==> src/rtl/reflet_bus_arbiter_pkg.sv <==
// Shared encodings and helpers for the two-master bus arbiter.
// Holds the FSM state and read-return owner encodings.
package reflet_bus_arbiter_pkg;

    typedef enum logic [1:0] {
        IDLE   = 2'd0,
        OWN0   = 2'd1,
        SWITCH = 2'd2,
        OWN1   = 2'd3
    } arb_state_t;

    typedef enum logic [1:0] {
        NONE = 2'd0,
        M0   = 2'd1,
        M1   = 2'd2
    } rd_owner_t;

    localparam logic [7:0] BURST_CNT_MAX = 8'd255;

    function automatic logic [7:0] sat_inc(input logic [7:0] value);
        return (value == BURST_CNT_MAX) ? value : value + 8'd1;
    endfunction

    // The master whose read is in flight is simply whoever owns the bus now.
    function automatic rd_owner_t owner_of(input arb_state_t state);
        case (state)
            OWN0:    return M0;
            OWN1:    return M1;
            default: return NONE;
        endcase
    endfunction

endpackage

==> src/rtl/reflet_bus_arbiter.sv <==
// Round-robin arbiter between the CPU (master 0) and DMA/loader (master 1)
// with bounded bursts, a one-cycle turnaround and registered read return.
module reflet_bus_arbiter
    import reflet_bus_arbiter_pkg::*;
#(
    parameter int wordsize  = 16,
    parameter int max_burst = 8
) (
    input  logic                clk,
    input  logic                reset,
    input  logic                m0_req,
    input  logic                m1_req,
    input  logic [wordsize-1:0] m0_addr,
    input  logic [wordsize-1:0] m1_addr,
    input  logic [wordsize-1:0] m0_data_out,
    input  logic [wordsize-1:0] m1_data_out,
    input  logic                m0_write_en,
    input  logic                m1_write_en,
    output logic                m0_grant,
    output logic                m1_grant,
    output logic [wordsize-1:0] m0_data_in,
    output logic [wordsize-1:0] m1_data_in,
    output logic [wordsize-1:0] bus_addr,
    output logic [wordsize-1:0] bus_data_out,
    output logic                bus_write_en,
    input  logic [wordsize-1:0] bus_data_in
);

    localparam logic [8:0] BURST_LIMIT = 9'(max_burst);

    arb_state_t state;
    arb_state_t state_next;
    rd_owner_t  rd_owner;
    logic       rr;
    logic       rr_next;
    logic [7:0] burst_cnt;
    logic [7:0] burst_cnt_next;
    logic       burst_done;

    // burst_cnt holds owned cycles minus one, so this is true in the last allowed cycle.
    assign burst_done = ({1'b0, burst_cnt} + 9'd1) >= BURST_LIMIT;

    always_comb begin
        state_next     = state;
        rr_next        = rr;
        burst_cnt_next = burst_cnt;
        case (state)
            IDLE: begin
                if (m0_req && (!m1_req || !rr)) begin
                    state_next     = OWN0;
                    burst_cnt_next = '0;
                end else if (m1_req) begin
                    state_next     = OWN1;
                    burst_cnt_next = '0;
                end
            end
            OWN0: begin
                if (!m0_req || (m1_req && burst_done)) begin
                    rr_next    = 1'b1;
                    state_next = m1_req ? SWITCH : IDLE;
                end else begin
                    burst_cnt_next = sat_inc(burst_cnt);
                end
            end
            OWN1: begin
                if (!m1_req || (m0_req && burst_done)) begin
                    rr_next    = 1'b0;
                    state_next = m0_req ? SWITCH : IDLE;
                end else begin
                    burst_cnt_next = sat_inc(burst_cnt);
                end
            end
            SWITCH: begin
                // rr already names the master that did not own before the turnaround.
                if (rr ? m1_req : m0_req) begin
                    state_next     = rr ? OWN1 : OWN0;
                    burst_cnt_next = '0;
                end else begin
                    state_next = IDLE;
                end
            end
            default: state_next = IDLE;
        endcase
    end

    always_ff @(posedge clk or posedge reset) begin
        if (reset) begin
            state     <= IDLE;
            rr        <= 1'b0;
            burst_cnt <= '0;
            m0_grant  <= 1'b0;
            m1_grant  <= 1'b0;
            rd_owner  <= NONE;
        end else begin
            state     <= state_next;
            rr        <= rr_next;
            burst_cnt <= burst_cnt_next;
            m0_grant  <= (state_next == OWN0);
            m1_grant  <= (state_next == OWN1);
            rd_owner  <= owner_of(state);
        end
    end

    // Grants are cleared asynchronously by reset, so gating on them drops writes at once.
    always_comb begin
        bus_addr     = '0;
        bus_data_out = '0;
        bus_write_en = 1'b0;
        if (m0_grant) begin
            bus_addr     = m0_addr;
            bus_data_out = m0_data_out;
            bus_write_en = m0_write_en;
        end else if (m1_grant) begin
            bus_addr     = m1_addr;
            bus_data_out = m1_data_out;
            bus_write_en = m1_write_en;
        end
    end

    always_comb begin
        m0_data_in = (rd_owner == M0) ? bus_data_in : '0;
        m1_data_in = (rd_owner == M1) ? bus_data_in : '0;
    end

endmodule

==> config.mk <==
export PLATFORM = sky130hd
export DESIGN_NAME = reflet_bus_arbiter
export DESIGN_NICKNAME = d
export VERILOG_FILES = /design/src/rtl/reflet_bus_arbiter_pkg.sv /design/src/rtl/reflet_bus_arbiter.sv
export SDC_FILE = /design/constraint.sdc
export NUM_CORES = 1
export LEC_CHECK = 0
export BUFFER_PORTS_ARGS = -buffer_cell sky130_fd_sc_hd__clkbuf_2
export CAP_MARGIN = 25
export CORE_MARGIN = 2
export CORE_UTILIZATION = 40
export CTS_BUF_LIST = sky130_fd_sc_hd__clkbuf_4 sky130_fd_sc_hd__clkbuf_8
export CTS_CLUSTER_DIAMETER = 120
export DETAILED_ROUTE_END_ITERATION = 6
export PLACE_DENSITY = 0.95
export SYNTH_ARGS = -nofsm -noshare
export SYNTH_HDL_FRONTEND = slang
export SYNTH_SLANG_ARGS = --single-unit
export TNS_END_PERCENT = 5
==> constraint.sdc <==
create_clock -name clk -period 6.2 [get_ports clk]
set_input_delay 1.24 -clock clk [delete_from_list [all_inputs] [get_ports clk]]
set_output_delay 1.24 -clock clk [all_outputs]
set_load 0.05 [all_outputs]
Word-level counts from Yosys, hierarchy flattened --
Cells that the tools add are included. W data, S select, Z words.
Cells by class: reductions and logical operators 13, add/sub/neg operators 2, magnitude comparators 1, equality and inequality tests 14, multiplexer cells 29
Operators by type and width (count):
- $mux W16 | 6
- $mux W8 | 6
- $pmux W8 S4 | 1
- $mux W2 | 8
- $ne A2 B2 Y1 const B | 5
- $add A8 B1 Y9 const B | 1
- $ge A9 B4 Y1 const B | 1
- $add A8 B1 Y8 const B | 1
- $eq A2 B2 Y1 const B | 4
- $eq A8 B8 Y1 const B | 1
- $pmux W2 S4 | 1
- $eq A2 B1 Y1 const B | 3
- $mux W1 | 5
- $pmux W2 S2 | 1
- $reduce_and A4 Y1 | 1
- $logic_and A1 B1 Y1 | 3
- $logic_not A1 Y1 | 3
- $logic_or A1 B1 Y1 | 3
- $ne A3 B3 Y1 const B | 1
- $reduce_and A3 Y1 | 1
- $logic_not A2 Y1 | 1
- $pmux W1 S2 | 1
- $reduce_bool A2 Y1 | 1
Word-level totals: logic and storage cells 65, bits of input ports 86, flip-flop bits (word level) 15, output and inout bits 67

Depth between registers and ports, before layout --
depth in word-level cells 7, mapped depth 7, mapped depth without buffers 7

Worst setup path before layout --
No wires, ideal clock.
path type input-to-output, from input port m1_addr[14], to output port bus_addr[14], buffers on the path 0, path slack 2.574 ns, arrival 2.386 ns, stages on the path 2, data required time 4.960 ns, cells stage by stage nand2_1 > o21ai_0
Between the ends: word-level cells in the longest chain between the ends 2
RTL lines:
- from (decl) | line reflet_bus_arbiter.sv:14 | input logic [wordsize-1:0] m1_addr,
- $mux W16 | line reflet_bus_arbiter.sv:113 | end else if (m1_grant) begin
- $mux W16 | line reflet_bus_arbiter.sv:109 | if (m0_grant) begin
- to (decl) | line reflet_bus_arbiter.sv:23 | output logic [wordsize-1:0] bus_addr,
Every way passes these cells.

Final worst setup path --
from register m0_grant, to output port bus_addr[4]
Between the ends: word-level cells in the longest chain between the ends 1
RTL lines:
- from (decl) | line reflet_bus_arbiter.sv:19 | output logic m0_grant,
- from (signal assigned) | line reflet_bus_arbiter.sv:98 | m0_grant <= (state_next == OWN0);
- $mux W16 | line reflet_bus_arbiter.sv:109
Every way passes these cells.

==> flow_summary.ini <==
[sta]
setup_tns_ps = 0
post-route-period-util_pct = 54.9
rsz0062_at_grt = false
hold_viol_final = 0
finalMaxSlewViolations = 0
worst-slew-pin-transition_ps = 1030
fin_hold_ws_ps = 578
finalWorstSetupSlack_ps = 2800
finClkSkew_ps = 4.34
timing.slew.headroom_pct = 31.1
finalSetupViolations = 0
fmax_ghz = 0.294
finalWorstPathRequiredPeriod_ps = 3400

[worst_setup_path]
worstPathArrival_ps = 2160
cp_cell_sequence = nor2b_2 -> buf_8 -> a22o_1 -> clkbuf_2
crit_slowest_cell = dfrtp_1
cp_top_family = flip-flops
worstSetupStartpointType = flop
critPathMaxFanout = 36
slowest_delay_ps = 1020
required_ps = 4960
crit_buf_inv = 2
worstSetupEndpointType = primary output
criticalPathCategory = flop to primary output

[min_path]
hold_class = flop to flop

[clocking]
post_cts_resized = 0
cts_hold_buf = 0
cts-htree-levels = 1
cts_buffers = 3
worstSkewPairLatency_ps = 250
post-cts-setup-buffers = 0
clkSinkCount = 15
cts_tree = built
cts.path.max_buffers = 2
clkSlewWorstSetupHoldPaths_ps = 60
root_buffer = clkbuf_8

[floorplan]
row_count = 22
coreArea_sq_um = 3630
die_area_sq_um = 4250
die_y_um = 65.2
initial_core_util_pct = 41.3
ios = 153
die_w_um = 65.2

[synthesis]
postSynthCellCount = 180
yosysUniqueCellTypes = 37
yosys_warnings = 0
synth-main-ff-cell = dfrtp_1
avgSynthCellArea_sq_um = 8.33
syn_area_sq_um = 1500
ys_seq_elements = 15
ys_async_sr_fraction_pct = 100
synth_edf_count = 0
ys_seq_area_share_pct = 25.0
synth.net_count = 268

[power]
p_leak_nw = 1.27
pwr-share-seq_pct = 16.8
power.total_mw = 1.04
p_switching_mw = 0.668
internal-power_mw = 0.375
sw_frac_of_total_pct = 64.1
p_per_area_nw_per_um2 = 455
combPwrFrac_pct = 75.4
clkPwrFrac_pct = 7.8
peakVddDrop_v = 0.000226

[final_layout]
finalNetCount = 410
fillers = 340
syn_to_final_growth_pct = 53.1
antenna-diode-count = 0
design_area_sq_um = 2290
final_core_util_pct = 63.2
drive_gt1_share_pct = 51.7
final_cell_count_no_fill = 369

[placed_design]
gp_congestion = 0.931
place_area_sq_um = 2230
place_inst = 364
hpwlAfterDp_um = 5030
place_ws_ps = 2660
numPortBuffers = 152

[routing]
drt-total-wl_um = 6040
drc_errors = 0
drtIter0Drc = 97
wl_per_cell_um = 16.4
dr.pass1.iters = 4
vias_per_cell = 5.47
antenna_left = 0
num_vias = 2018

[grt]
grt_max_degree = 37
grt_pass1_vias = 1695
overflow = 0
grt_use_total_pct = 26.3
antenna_found_initial = 0
grt_pass1_wl_um = 8600

[flow_run]
cap_viol_max_count = 0

[run_status]
outcome = complete, no violations
-- synth_stat cells, drive strengths merged, types with 2 or more instances --
master | n | share of area [%]
and3 | 3 | 1.5
clkbuf | 12 | 3.7
o21ai | 11 | 3.7
a211oi | 5 | 2.5
o31ai | 2 | 1.0
a21oi | 4 | 1.3
a22o | 32 | 19
nand2 | 9 | 2.4
a2111oi | 4 | 2.3
ha | 2 | 1.7
inv | 7 | 1.8
nand4 | 2 | 0.83
a221o | 3 | 2.0
nor2b | 5 | 2.1
and2 | 36 | 15
dfrtp | 15 | 25
nand3 | 3 | 1.0
buf | 4 | 2.3
nor2 | 2 | 0.50
nand2b | 2 | 0.83
a2bb2oi | 6 | 3.5
-- state kept, by name, summed over array words and instances (netlist names) --
name / count
m0_grant: 1
rd_owner: 2
m1_grant: 1
burst_cnt: 8
state: 2
rr: 1
-- layer usage --
| metal | routed length, um | vias up | GRT usage [%] |
|---|---|---|---|
| li1 | - | 960 | - |
| met1 | 2250 | 945 | 31.8 |
| met2 | 2750 | 113 | 40.9 |
| met3 | 1040 | 0 | 16.6 |
| met4 | 0 | 0 | 2.34 |
| met5 | 0 | - | 0 |
-- final timing paths --
| check | slack [ps] | endpoint | cells after the start | from |
|---|---|---|---|---|
| worst max-delay path | 2800 | bus_addr[4] | 4 | m0_grant |
| worst min-delay path | 580 | rd_owner[0] | 1 | state[1] |
| worst max register to register | 3550 | burst_cnt[0] | 6 | burst_cnt[0] |
| worst min register to register | 580 | rd_owner[0] | 1 | state[1] |
| max in group asynchronous | 4800 | rd_owner[1] | 2 | reset |
| min in group asynchronous | 1020 | burst_cnt[0] | 2 | reset |
-- logic make-up after synthesis --
logic type | share of synthesized area, %
AO/OA/AOI/OAI | 38.7
adder cells (fa/ha/maj) | 1.67
buffers and inverters | 7.68
flip-flops | 25.0
multiplexers | 0.668
AND/OR/NAND/NOR | 26.2
-- cell type report --
type / instances / area [sq um] / share of cell area, %
multi-input cells: 142 / 1010 / 44.1
repair buffers: 153 / 776 / 33.8
flip-flops and latches: 15 / 375 / 16.4
well taps: 48 / 60.1 / 2.62
clock buffers: 3 / 41.3 / 1.80
inverters: 7 / 26.3 / 1.15
clock inverters: 1 / 5.00 / 0.218
-- power by group through the flow --
stage | clock (mW) | combinational, mW | sequential, mW
after floorplan | 0 | 0.632 | 0.157
after global placement | 0 | 0.763 | 0.173
after detailed placement | 0 | 0.776 | 0.175
after CTS | 0.0813 | 0.778 | 0.174
after global routing | 0.0863 | 0.822 | 0.184
final | 0.0816 | 0.786 | 0.176
-- layout by cell type, fill, tap and decap left out --
master / instances
inv_2: 2
inv_1: 5
clkbuf_8: 3
a221oi_1: 1
ha_1: 2
a22o_1: 32
a211o_1: 1
mux2i_1: 1
o21ai_0: 11
nand3_1: 3
a211oi_1: 5
a2111oi_0: 4
and3_2: 3
nand2b_1: 2
a221o_1: 3
nand2_2: 1
nor2_1: 2
and4_1: 1
o41ai_1: 1
and2_1: 36
a21boi_2: 1
clkinv_2: 1
nor2b_2: 1
o31ai_1: 2
a21o_2: 1
or4_1: 1
nor2b_1: 4
nor3_1: 1
buf_8: 1
dfrtp_1: 15
nor4b_1: 1
nand4_1: 2
clkbuf_2: 152
a21oi_1: 4
nand2_1: 8
a2bb2oi_1: 6
o2bb2ai_1: 1
(Power assumes the default switching activity.)
